--- config.mk ---
export PLATFORM = sky130hd
export DESIGN_NAME = oam_dma_arbiter_flat
export DESIGN_NICKNAME = d
export VERILOG_FILES = /design/src/rtl/cpu_pkg.sv /design/src/rtl/oam_dma_arbiter_if.sv /design/src/rtl/oam_dma_arbiter.sv /design/src/flat_wrapper.sv
export SDC_FILE = /design/constraint.sdc
export NUM_CORES = 1
export LEC_CHECK = 0
export ABC_AREA = 1
export BUFFER_PORTS_ARGS = -buffer_cell sky130_fd_sc_hd__buf_2
export CAP_MARGIN = 10
export CORE_ASPECT_RATIO = 1.75
export CORE_MARGIN = 8
export CORE_UTILIZATION = 46
export CTS_CLUSTER_DIAMETER = 120
export DETAILED_ROUTE_END_ITERATION = 8
export MAX_ROUTING_LAYER = met4
export PLACE_DENSITY = 0.86
export SLEW_MARGIN = 40
export SYNTH_ARGS = -nofsm -noshare
export SYNTH_HDL_FRONTEND = slang
export SYNTH_SLANG_ARGS = --single-unit
--- constraint.sdc ---
create_clock -name clk -period 3.5 [get_ports clk]
set_clock_uncertainty 0.05 [all_clocks]
set_input_delay 0.175 -clock clk [delete_from_list [all_inputs] [get_ports clk]]
set_output_delay 0.175 -clock clk [all_outputs]
set_load 0.1 [all_outputs]
--- src/rtl/cpu_pkg.sv ---
// Shared CPU-side types and address map constants for the OAM DMA arbiter.
package cpu_pkg;

    typedef enum logic [1:0] {
        DmaIdle,
        DmaSetup,
        DmaActive
    } dma_state_e;

    localparam logic [15:0] DMA_REG_ADDR    = 16'hFF46;
    localparam logic [15:0] HRAM_BASE       = 16'hFF80;
    localparam logic [15:0] HRAM_LAST       = 16'hFFFE;
    localparam int unsigned OAM_LEN_DEFAULT = 160;

    // Sources in echo RAM (0xE0-0xFF) alias back onto work RAM.
    function automatic logic [7:0] dma_src_eff(input logic [7:0] src);
        return (src >= 8'hE0) ? src - 8'h20 : src;
    endfunction

endpackage

--- src/rtl/oam_dma_arbiter_if.sv ---
// Byte-wide memory access bundle used for both the CPU side and the system bus.
interface oam_dma_arbiter_if;

    logic [15:0] addr;
    logic        enable;
    logic        write;
    logic [7:0]  wdata;
    logic [7:0]  rdata;

    modport master (
        output addr,
        output enable,
        output write,
        output wdata,
        input  rdata
    );

    modport slave (
        input  addr,
        input  enable,
        input  write,
        input  wdata,
        output rdata
    );

endinterface

--- src/rtl/oam_dma_arbiter.sv ---
// Routes CPU accesses to HRAM, the DMA register or the system bus, and runs the
// OAM DMA engine that takes over the system bus for one byte per M-cycle.
module oam_dma_arbiter
    import cpu_pkg::*;
#(
    parameter int unsigned OAM_LEN = OAM_LEN_DEFAULT
) (
    input  logic                     clk,
    input  logic                     reset,
    input  logic [1:0]               t_cycle,
    oam_dma_arbiter_if.slave         cpu,
    oam_dma_arbiter_if.master        bus,
    output logic [6:0]               hram_addr,
    output logic                     hram_enable,
    output logic                     hram_write,
    input  logic [7:0]               hram_rdata,
    output logic [7:0]               oam_addr,
    output logic                     oam_write,
    output logic [7:0]               oam_wdata,
    output logic                     dma_active
);

    localparam logic [7:0] IDX_LAST = 8'(OAM_LEN - 1);

    dma_state_e state_q;
    logic [7:0] idx_q;
    logic [7:0] dma_src_q;
    logic       restart_q;

    logic m_end;
    logic is_dma_reg;
    logic is_hram;
    logic is_bus;
    logic dma_wr;

    assign m_end      = (t_cycle == 2'd3);
    assign is_dma_reg = (cpu.addr == DMA_REG_ADDR);
    assign is_hram    = (cpu.addr >= HRAM_BASE) && (cpu.addr <= HRAM_LAST);
    assign is_bus     = !is_dma_reg && !is_hram;
    assign dma_wr     = cpu.enable && cpu.write && is_dma_reg && m_end;

    // A SETUP entered by restart keeps the bus owned by the DMA.
    assign dma_active = (state_q == DmaActive) || ((state_q == DmaSetup) && restart_q);

    always_ff @(posedge clk) begin
        if (reset) begin
            state_q   <= DmaIdle;
            idx_q     <= 8'h00;
            dma_src_q <= 8'hFF;
            restart_q <= 1'b0;
        end else begin
            if (dma_wr) begin
                dma_src_q <= cpu.wdata;
            end
            if (m_end) begin
                unique case (state_q)
                    DmaIdle: begin
                        if (dma_wr) begin
                            state_q   <= DmaSetup;
                            restart_q <= 1'b0;
                        end
                    end
                    DmaSetup: begin
                        // A register write here repeats SETUP with the new source.
                        if (!dma_wr) begin
                            state_q   <= DmaActive;
                            idx_q     <= 8'h00;
                            restart_q <= 1'b0;
                        end
                    end
                    DmaActive: begin
                        if (dma_wr) begin
                            state_q   <= DmaSetup;
                            restart_q <= 1'b1;
                            idx_q     <= 8'h00;
                        end else if (idx_q == IDX_LAST) begin
                            state_q   <= DmaIdle;
                            idx_q     <= 8'h00;
                            restart_q <= 1'b0;
                        end else begin
                            idx_q <= idx_q + 8'h01;
                        end
                    end
                    default: begin
                        state_q <= DmaIdle;
                    end
                endcase
            end
        end
    end

    always_comb begin
        hram_addr   = cpu.addr[6:0];
        hram_enable = cpu.enable && is_hram;
        hram_write  = cpu.enable && cpu.write && is_hram;

        bus.wdata = cpu.wdata;
        if (state_q == DmaActive) begin
            bus.addr   = {dma_src_eff(dma_src_q), idx_q};
            bus.enable = 1'b1;
            bus.write  = 1'b0;
        end else if (dma_active) begin
            bus.addr   = cpu.addr;
            bus.enable = 1'b0;
            bus.write  = 1'b0;
        end else begin
            bus.addr   = cpu.addr;
            bus.enable = cpu.enable && is_bus;
            bus.write  = cpu.enable && cpu.write && is_bus;
        end

        if (is_dma_reg) begin
            cpu.rdata = dma_src_q;
        end else if (is_hram) begin
            cpu.rdata = hram_rdata;
        end else if (dma_active) begin
            cpu.rdata = 8'hFF;
        end else begin
            cpu.rdata = bus.rdata;
        end

        oam_write = (state_q == DmaActive) && m_end && !reset;
        oam_addr  = idx_q;
        oam_wdata = bus.rdata;
    end

endmodule

--- src/flat_wrapper.sv ---
// flat-port wrapper written by rule: the top's interface ports become plain ports
module oam_dma_arbiter_flat import cpu_pkg::*;
#(
    parameter int unsigned OAM_LEN = OAM_LEN_DEFAULT
)
  (clk, reset, t_cycle, hram_addr, hram_enable, hram_write, hram_rdata, oam_addr, oam_write, oam_wdata, dma_active, cpu_addr, cpu_enable, cpu_write, cpu_wdata, cpu_rdata, bus_addr, bus_enable, bus_write, bus_wdata, bus_rdata);
  oam_dma_arbiter_if cpu_i ();
  oam_dma_arbiter_if bus_i ();
  input  logic clk;
  input  logic reset;
  input  logic [1:0] t_cycle;
  output logic [6:0] hram_addr;
  output logic hram_enable;
  output logic hram_write;
  input  logic [7:0] hram_rdata;
  output logic [7:0] oam_addr;
  output logic oam_write;
  output logic [7:0] oam_wdata;
  output logic dma_active;
  input wire logic [$bits(cpu_i.addr)-1:0] cpu_addr;
  input wire logic [$bits(cpu_i.enable)-1:0] cpu_enable;
  input wire logic [$bits(cpu_i.write)-1:0] cpu_write;
  input wire logic [$bits(cpu_i.wdata)-1:0] cpu_wdata;
  output wire logic [$bits(cpu_i.rdata)-1:0] cpu_rdata;
  output wire logic [$bits(bus_i.addr)-1:0] bus_addr;
  output wire logic [$bits(bus_i.enable)-1:0] bus_enable;
  output wire logic [$bits(bus_i.write)-1:0] bus_write;
  output wire logic [$bits(bus_i.wdata)-1:0] bus_wdata;
  input wire logic [$bits(bus_i.rdata)-1:0] bus_rdata;
  assign cpu_i.addr = cpu_addr;
  assign cpu_i.enable = cpu_enable;
  assign cpu_i.write = cpu_write;
  assign cpu_i.wdata = cpu_wdata;
  assign cpu_rdata = cpu_i.rdata;
  assign bus_addr = bus_i.addr;
  assign bus_enable = bus_i.enable;
  assign bus_write = bus_i.write;
  assign bus_wdata = bus_i.wdata;
  assign bus_i.rdata = bus_rdata;
  oam_dma_arbiter #(.OAM_LEN(OAM_LEN)) u_core (.clk(clk), .reset(reset), .t_cycle(t_cycle), .cpu(cpu_i), .bus(bus_i), .hram_addr(hram_addr), .hram_enable(hram_enable), .hram_write(hram_write), .hram_rdata(hram_rdata), .oam_addr(oam_addr), .oam_write(oam_write), .oam_wdata(oam_wdata), .dma_active(dma_active));
endmodule
==> results of run 1 <==
[sequential cells by signal, summed over array words and instances, names as in the netlist]
name and flops:
u_core.oam_addr 8, u_core.restart_q 1, u_core.dma_src_q 8, u_core.state_q 2
[layer usage]
metal	global-route usage	wire (um)	share of wire
met2	0.378	3190	0.56
met4	0.0727	108	0.019
met1	0.207	2100	0.37
met3	0.0361	322	0.056
met5	-	0	0
[synthesized netlist by cell type]
cell       n
o22ai_1    8
buf_2      1
o21ai_0   23
nand3_1   12
nor3_1    10
dfxtp_1   19
clkbuf_1   4
xor2_1     3
o211ai_2   2
nand2_2    3
nand4_1    3
nor2_2     2
nor2_4     1
nand2_1   63
or2_2      1
nor2_1    28
buf_6      1
a21oi_1   11
o21ai_1    5
a21oi_2    1
buf_4     24
nor3_4     1
ha_1       2
nand3_2    1
nor3_2     1
inv_1     31
o211ai_1   7
inv_2      3
nor4_1     2
[layout by cell type (no fill, tap or decap), types with 3 or more instances in the layout]
cell      count
a21oi_1      11
buf_2       106
clkbuf_8      3
dfxtp_1      19
inv_1        31
inv_2         3
nand2_1      63
nand2_2       3
nand3_1      12
nand4_1       3
nor2_1       28
nor3_1       10
o211ai_1      7
o21ai_0      17
o21ai_1      11
o22ai_1       8
xor2_1        3
[worst paths after layout]
kind	end	slack (ns)	depth (start not counted)
worst min-delay path	u_core.dma_src_q[7]	0.07	3
worst max register to register	u_core.restart_q	1.65	10
worst min register to register	u_core.oam_addr[7]	0.45	2
worst max-delay path	bus_write	1.27	7
[power by group through the flow]
stage | logic (mW) | clock network, mW | registers [mW]
final | 0.327 | 0.159 | 0.216
after global routing | 0.338 | 0.168 | 0.216
after CTS | 0.329 | 0.161 | 0.216
after detailed placement | 0.328 | 0 | 0.221
after global placement | 0.327 | 0 | 0.221
after floorplan | 0.276 | 0 | 0.221
[per-stage QoR]
stage           util  cells  hold slack, ns  power (mW)
6_report       0.593    400          0.0742       0.702
4_1_cts        0.593    400          0.0750       0.705
5_1_grt        0.593    400          0.0778       0.722
3_3_place_gp   0.580    396           0.341       0.548
2_1_floorplan      -    273           0.194       0.497
3_5_place_dp   0.580    396           0.348       0.549
[area by class of cell]
type	instances	area [um^2]	share of cell area
Clock buffer	3	41.3	0.0196
Inverter	34	128	0.0606
Tap cell	46	57.6	0.0273
Clock inverter	1	5.00	0.00238
Multi-Input combinational cell	190	957	0.454
Timing Repair Buffer	107	538	0.255
Sequential cell	19	380	0.181
[cell families after synthesis]
kind of cell	Yosys count	share of synthesized area
AO/OA/AOI/OAI	57	0.198
XOR/XNOR	3	0.0157
adder cells (fa/ha/maj)	2	0.0150
buffers and inverters	64	0.203
flip-flops	19	0.228
AND/OR/NAND/NOR	128	0.340
[critical path, stage by stage (launching register included)]
cell	delay [ns]
dfxtp_1	0.38
inv_1	0.08
nand2_1	0.08
inv_1	0.14
a21oi_2	0.19
inv_2	0.13
nor4_2	0.27
buf_2	0.47
==> run metrics, run 1 <==
Synth area leaders dfxtp_1, nand2_1, buf_4, inv_1, o21ai_0; Post-CTS Repair Setup Buffers 0; Clock transition at path regs 0.08 ns; Routed WL 5.72 mm; setup tns final 0 ns; Die H 95.7 um; Sw Share 0.507; CP startpoint kind register; Worst-Margin Slew between 0.6 and 0.7 ns; endpoints failing hold 0; cell taking the most area after synthesis dfxtp_1; worst hold-check path type in2reg; nets a little over 400; final instance area 2110 um^2; Via density 5.19; clock tree buffer depth 2; Final ANT Viol Nets 0; Internal 0.346 mW; worst hold start cpu_wdata[7]; critical path data arrival time 2.01 ns; Cell Area, Placed 2060 um^2; DP Worst Slack 1.40 ns; CTS tree yes; Final Setup Violations 0; core box area 3560 um^2; hold_buf cts 0; initial antenna violation count 0; worst setup path category reg2out; GRT Residual Overflow 0; root buf cell clkbuf_8; Seq/Total Area, Yosys 0.228; first-pass GRT wire length a little over 9 mm; post_cts resized 0; area delta synth->final 26.1%; CTS sink count 19; Detailed Place HPWL 4.66 mm; worst setup path startpoint u_core.state_q[0]; Cell Area, Synth 1670 um^2; VDD IR max 0.221 mV; TritonRoute pass-1 iters 4; WL/cell 14.3 um; Core Rows 29; n_diodes 0; Layout fillers 382; status finished, final reports clean; vias in the first global route 2,108; Die X 61.6 um; DR iter-0 viols between 60 and 70; Worst Setup End Kind primary output; Slew Limit Fails 0; Sequential Power Share 0.307; flops & latches, synth 19; Initial Util 0.470; number of port buffers ~110; share of the synthesized area in the top cell type 0.228; number of H-tree levels 1; CTS buffer count 3; worst setup margin 1.27 ns; Syn Nets 321; DRC 0; launch point of the worst reg-to-reg path u_core.oam_addr[1]; critical path peak fanout 10; critical path data required time about 3.3 ns; Gate power share 0.466; Total Routing Usage GR 0.207; routability cong. ~0.87; I/O pins approximately 110; Peak Freq between 0.4 and 0.5 GHz; Skew-Pair Late Insertion Delay 0.26 ns; fin crit period 2.23 ns; Die Footprint 5890 um^2; unrepaired setup endpoints after global routing false; Slew Limit Headroom 0.542; Cell variety after synth 29; share of cells above drive strength 1 0.362; period utilization 0.638; Leakage 1.17 nW; yosys warns 0; total of max-cap violations 0; vias 2,074; largest net degree at the start of global routing 33; synthesized instance count 273; Clock power frac 0.227; Switch Pwr about 0.36 mW; power per cell area 333 nW/um^2; Syn Area/Cell 6.12 um^2
Note: power is estimated with default switching activity, not from simulation.
==> inputs of run 2 (changes only) <==
--- a/config.mk
+++ b/config.mk
@@ -5,16 +5,16 @@
 export SDC_FILE = /design/constraint.sdc
 export NUM_CORES = 1
 export LEC_CHECK = 0
-export ABC_AREA = 1
+export ABC_AREA = 0
 export BUFFER_PORTS_ARGS = -buffer_cell sky130_fd_sc_hd__buf_2
 export CAP_MARGIN = 10
 export CORE_ASPECT_RATIO = 1.75
 export CORE_MARGIN = 8
-export CORE_UTILIZATION = 46
+export CORE_UTILIZATION = 43
 export CTS_CLUSTER_DIAMETER = 120
 export DETAILED_ROUTE_END_ITERATION = 8
 export MAX_ROUTING_LAYER = met4
-export PLACE_DENSITY = 0.86
+export PLACE_DENSITY = 0.81
 export SLEW_MARGIN = 40
 export SYNTH_ARGS = -nofsm -noshare
 export SYNTH_HDL_FRONTEND = slang
==> constraint.sdc (replaced) <==
create_clock -name clk -period 2.21 [get_ports clk]
set_clock_uncertainty 0.05 [all_clocks]
set_input_delay 0.1105 -clock clk [delete_from_list [all_inputs] [get_ports clk]]
set_output_delay 0.1105 -clock clk [all_outputs]
set_load 0.1 [all_outputs]
==> run metrics, run 2 <==
worst hold-check path type in2reg; commonest non-fill, non-tap cells in the layout buf_2, nand2_1, buf_12; Cell Area, Placed 2690 um^2 (+31%); Crit path top cell by count or4_4; critical-path cell list buf_2 -> or4_4 -> or4_4 -> buf_4 -> nor2_1 -> a31oi_4 -> buf_12; number of H-tree levels 1 (unchanged); worst path bufs/invs 3 (-1); nets 371 (-7.9%); CTS sink count 19 (unchanged); Initial Util 0.436 (-0.0334); Final ANT Viol Nets 0 (unchanged); power per cell area 433 nW/um^2 (+30%); vias 2,075 (+0.048%); worst setup path category in2out; critical path data required time 2.05 ns (-1.22 ns); final instance area 2750 um^2 (+31%); Final Setup Violations 0 (unchanged); status finished, final reports clean; DRC 0 (unchanged); Cell variety after synth 38 (+31%); Total Routing Usage GR 0.203 (-0.00330); Skew-Pair Late Insertion Delay 0.25 ns (about the same); Peak Freq 0.473 GHz; share of the synthesized area in the top cell type 0.230 (+0.00224); Top FF cell, synth dfxtp_1; Core Rows 30 (+3.4%); Synth area leaders dfxtp_1, nand2_1, buf_4, a31oi_1, a211o_1; total power 1.19 mW (+70%); most common cell in the netlist nand2_1; I/O pins 107 (unchanged); CTS tree yes; Cell Area, Synth 1650 um^2 (-0.97%); CTS buffer count 3 (unchanged); critical path peak fanout 19 (+9); Syn Area/Cell 6.86 um^2 (+12%); Post-synth top cells nand2_1, buf_4, dfxtp_1; Seq/Total Area, Yosys 0.230 (+0.00224); Syn Nets 289 (-10%); first-pass GRT wire length 10.3 mm (+13%); placed cell count 366 (-7.6%); Slew Limit Fails 0 (unchanged); root buf cell clkbuf_8; largest net degree at the start of global routing 21 (-36%); hold_buf cts 0 (unchanged); number of port buffers 106 (unchanged); critical path's top delay family simple AND/OR/NAND/NOR gates; Post-synth EDFFs 0 (unchanged); Die Footprint 6170 um^2 (+4.7%); CP peak stage delay 0.54 ns (+0.07 ns); Leakage 1.22 nW (+4.2%); commonest non-fill, non-tap cell in the layout buf_2; slowest CP cell or4_4; total of max-cap violations 0 (unchanged); GRT Residual Overflow 0 (unchanged); Routed WL 6.16 mm (+7.7%); TritonRoute pass-1 iters 5 (+1); critical path data arrival time 1.96 ns (-0.05 ns); share of cells above drive strength 1 0.460 (+0.0980); fin crit period around 2.1 ns; Die X 62.9 um (+2.2%); area delta synth->final 66.3%; n_diodes 0 (unchanged); endpoints failing hold 0 (unchanged); Slew Limit Headroom 0.598 (+0.0557); Worst-Margin Slew 0.603 ns (-0.0806 ns); Via density 5.61 (+8.2%); CP startpoint kind primary input; initial antenna violation count 0 (unchanged); WL/cell 16.6 um (+16%); ys async rst share 0 (unchanged); unrepaired setup endpoints after global routing false; period utilization 0.957; VDD IR max 0.381 mV (+72%); core box area 3790 um^2 (+6.6%); DR iter-0 viols 70 (+6.1%); routability cong. 0.902 (+3.7%); flops & latches, synth 19 (unchanged); cell taking the most area after synthesis dfxtp_1; clock tree buffer depth 2 (unchanged); Die H 98.0 um (+2.4%); Layout fillers 279 (-27%); vias in the first global route 2,316 (+9.9%); Detailed Place HPWL 5.12 mm (+9.9%); Clock transition at path regs 0.07 ns (about the same); yosys warns 0 (unchanged); non-filler instance count after layout 370 (-7.5%); synthesized instance count 241 (-12%); Worst Setup End Kind primary output
==> run 2: cell types whose count changed after synthesis, sizes merged, moves of 9 or more <==
cell	change
nor2	-16
a211o	+9
inv	-30
o21ai	-22
clkbuf	+11
a31oi	+15
==> run 2: metal layers <==
metal,track usage,vias to the layer above,wire length [um]
met2,0.370,113,3250
li1,-,990,-
met5,-,-,0
met1,0.207,959,2400
met3,0.0378,13,374
met4,0.0795,0,136
==> run 2: where the power goes <==
group | switching, mW | internal (mW)
logic | 0.446 | 0.166
registers | 0.000000531 | 0.342
clock network | 0.109 | 0.128
==> run 2: final timing paths <==
check	endpoint	start	slack [ns]	cells after the start
min reg2reg	u_core.oam_addr[0]	u_core.oam_addr[0]	0.44	1
max reg2reg	u_core.oam_addr[3]	u_core.oam_addr[0]	0.22	7
min	u_core.dma_src_q[2]	cpu_wdata[2]	0.03	2
max	cpu_rdata[2]	cpu_addr[3]	0.09	7
==> run 2: through the flow <==
step                hold slack, ns  utilization  setup TNS [ns]  worst slack [ns]
detailed placement           0.288        0.710               0            0.0813
finish                      0.0261        0.726               0            0.0943
CTS                         0.0262        0.723               0            0.0940
global route                0.0279        0.726               0            0.0273
global placement             0.282        0.710               0             0.126
floorplan                    0.178            -           -1.25            -0.191
==> run 2: area by class of cell <==
| class | instances | area [um^2] | share of cell area |
|---|---|---|---|
| inverters | 4 | 15.0 | 0.00546 |
| flip-flops and latches | 19 | 389 | 0.141 |
| clock buffers | 4 | 45.0 | 0.0164 |
| multi-input cells | 179 | 1200 | 0.437 |
| well taps | 48 | 60.1 | 0.0218 |
| repair buffers | 116 | 1040 | 0.378 |
==> run 2: repair_timing <==
item,in CTS,in global routing
setup buffers,0,0
cloned,0,0
resized for setup,1,2
endpoints found under the setup margin,2,3
==> run 2: kinds of logic (layout without fill, tap and decap cells) <==
logic type | after synthesis | in the layout | synth area share
simple gates | 120 | 120 | 0.356
fa+ha+maj | 2 | 2 | 0.0151
buf+inv | 43 | 124 | 0.154
xor+xnor | 1 | 1 | 0.00530
compound gates | 55 | 55 | 0.233
flops | 19 | 19 | 0.230
mux | 1 | 1 | 0.00605
==> inputs of run 3 (changes only) <==
--- a/config.mk
+++ b/config.mk
@@ -10,11 +10,13 @@
 export CAP_MARGIN = 10
 export CORE_ASPECT_RATIO = 1.75
 export CORE_MARGIN = 8
-export CORE_UTILIZATION = 43
+export CORE_UTILIZATION = 40
 export CTS_CLUSTER_DIAMETER = 120
+export CTS_CLUSTER_SIZE = 24
 export DETAILED_ROUTE_END_ITERATION = 8
 export MAX_ROUTING_LAYER = met4
-export PLACE_DENSITY = 0.81
+export PLACE_DENSITY = 0.76
+export SETUP_SLACK_MARGIN = 0.15
 export SLEW_MARGIN = 40
 export SYNTH_ARGS = -nofsm -noshare
 export SYNTH_HDL_FRONTEND = slang
==> run metrics, run 3 (synthesis results as in run 2) <==
status finished with violations; failing checks negative hold slack; setup tns final 0 ns (unchanged); Crit path top cell by count or4_4; Via density 5.57 (-0.76%); vias in the first global route 2,260 (-2.4%); Final ANT Viol Nets 0 (unchanged); Slew Limit Headroom 0.676 (+0.0787); launch point of the worst reg-to-reg path u_core.oam_addr[0]; power per cell area 417 nW/um^2 (-3.6%); Min-Delay Path Depth 2 (unchanged); slowest CP cell or4_4; Die H 101 um (+3.1%); Worst Setup End Kind primary output; Gate power share 0.509 (-0.005); area of the multi-input gates 1270 um^2 (+5.9%); Layout fillers 307 (+10%); number of H-tree levels 1 (unchanged); commonest non-fill, non-tap cell in the layout buf_2; routability cong. 0.915 (+1.4%); total area of sequential cells 393 um^2 (+0.96%); Switch Pwr 0.575 mW (+3.6%); Routed WL 6.57 mm (+6.7%); WL/cell 17.5 um (+5.2%); Die X 64.6 um (+2.7%); worst setup path category in2out; number of port buffers 106 (unchanged); root buf cell clkbuf_8; Hold Slack -0.00161 ns (-0.0277 ns); worst path bufs/invs 3 (unchanged); Internal 0.640 mW (+0.58%); commonest non-fill, non-tap cells in the layout buf_2, nand2_1, buf_12; vias 2,087 (+0.58%); non-filler instance count after layout 375 (+1.4%); largest net degree at the start of global routing 21 (unchanged); Clock transition at path regs 0.08 ns (about the same); area delta synth->final 75.9%; Sw Share 0.474 (+0.00725); final instance area 2910 um^2 (+5.8%); endpoints failing hold 1 (+1); worst hold start cpu_wdata[5]; Core Rows 31 (+3.3%); Skew-Pair Late Insertion Delay 0.27 ns (+0.02 ns); share of cells above drive strength 1 0.534 (+0.0741); CP startpoint kind primary input; unrepaired setup endpoints after global routing false; VDD IR max 0.319 mV (-16%); Final Setup Violations 0 (unchanged); CP peak stage delay 0.52 ns (-0.02 ns); critical-path cell list buf_2 -> or4_4 -> or4_4 -> clkbuf_16 -> nor2_4 -> a31oi_4 -> buf_12; Total Routing Usage GR 0.197 (-0.00667); destination of the worst hold path u_core.dma_src_q[5]; worst setup margin 0.186 ns (+0.0914 ns); CTS tree yes; worst hold-check path type in2reg; critical path data required time 2.05 ns (about the same); critical path data arrival time 1.86 ns (-0.10 ns); n_diodes 0 (unchanged); Critical Path Stages 7 (unchanged); FF-to-FF path depth 7 (unchanged); DRC 0 (unchanged); Detailed Place HPWL 5.22 mm (+2.0%); Slew Limit Fails 0 (unchanged); I/O pins 107 (unchanged); r2r endpoint u_core.oam_addr[3]; Die Footprint 6530 um^2 (+5.9%); DP Worst Slack 0.0227 ns (-0.0586 ns); TritonRoute pass-1 iters 4 (-1); Cell Area, Placed 2770 um^2 (+2.8%); CTS buffer count 3 (unchanged); R2R Setup Slk 0.31 ns (+0.09 ns); clock tree buffer depth 2 (unchanged); first-pass GRT wire length 10.3 mm (-0.33%); CTS sink count 19 (unchanged); Peak Freq 0.494 GHz (+4.5%); Sequential Power Share 0.281 (-0.006); critical path's top delay family simple AND/OR/NAND/NOR gates; Clock power frac 0.210 (+0.011); total of max-cap violations 0 (unchanged); placed cell count 369 (+0.82%); Worst-Margin Slew 0.481 ns (-0.122 ns); DR iter-0 viols 52 (-26%); Leakage 1.28 nW (+4.5%); critical path peak fanout 8 (-11); core box area 4070 um^2 (+7.4%); fin crit period 2.02 ns (-0.0914 ns); nets 375 (+1.1%); GRT Residual Overflow 0 (unchanged); initial antenna violation count 0 (unchanged); Initial Util 0.406 (-0.0302); period utilization 0.916 (-0.0413)
[run 3: power by group through the flow]
stage / combinational (mW) / sequential [mW] / clock (mW)
global placement: 0.614 / 0.350 / 0
CTS: 0.620 / 0.342 / 0.256
global route: 0.637 / 0.342 / 0.265
detailed placement: 0.619 / 0.350 / 0
floorplan: 0.449 / 0.350 / 0
finish: 0.618 / 0.342 / 0.255
[run 3: layout make-up]
type | count | area share
Clock buffer | 3 | 0.0142
Sequential cell | 19 | 0.135
Multi-Input combinational cell | 179 | 0.437
Timing Repair Buffer | 120 | 0.386
Tap cell | 49 | 0.0211
Inverter | 4 | 0.00516
Clock inverter | 1 | 0.00172
[run 3: how the worst max path moves through the flow]
stage | startpoint | to | slack, ns
after floorplan | cpu_addr[3] | cpu_rdata[0] | -0.02
after CTS | cpu_addr[3] | cpu_rdata[0] | 0.15
after global placement | cpu_addr[3] | u_core.dma_src_q[0] | 0.07
after detailed placement | cpu_addr[3] | u_core.dma_src_q[4] | 0.02
after global routing | cpu_addr[4] | cpu_rdata[0] | 0.16
final | cpu_addr[4] | cpu_rdata[0] | 0.19
[run 3: metal layers]
metal | wire length (um) | GRT usage | part of all wire | up-vias
li1 | - | - | - | 1000
met3 | 360 | 0.0412 | 0.055 | 13
met2 | 3630 | 0.368 | 0.55 | 92
met1 | 2400 | 0.186 | 0.37 | 982
met4 | 177 | 0.0828 | 0.027 | 0
met5 | 0 | - | 0 | -
[run 3: per-stage QoR]
stage           util  power (mW)
2_1_floorplan      -       0.799
3_3_place_gp   0.680       0.964
3_5_place_dp   0.680       0.969
4_1_cts        0.698        1.22
5_1_grt        0.715        1.24
6_report       0.715        1.21
[run 3: what timing repair did]
item | 4_1_cts | 5_1_grt
setup endpoints to repair | 9 | 14
gates cloned | 0 | 1
setup buffers | 0 | 1
hold buffers | 0 | 0
gates resized for setup | 10 | 9
pin swaps | 0 | 2
[run 3: worst register-to-register path: cells and delay by family, from the launching register on]
kind	cells	cell delay, ns
flops	1	0.38
fa+ha+maj	1	0.22
compound gates	2	0.26
simple gates	3	0.71
buf+inv	1	0.17
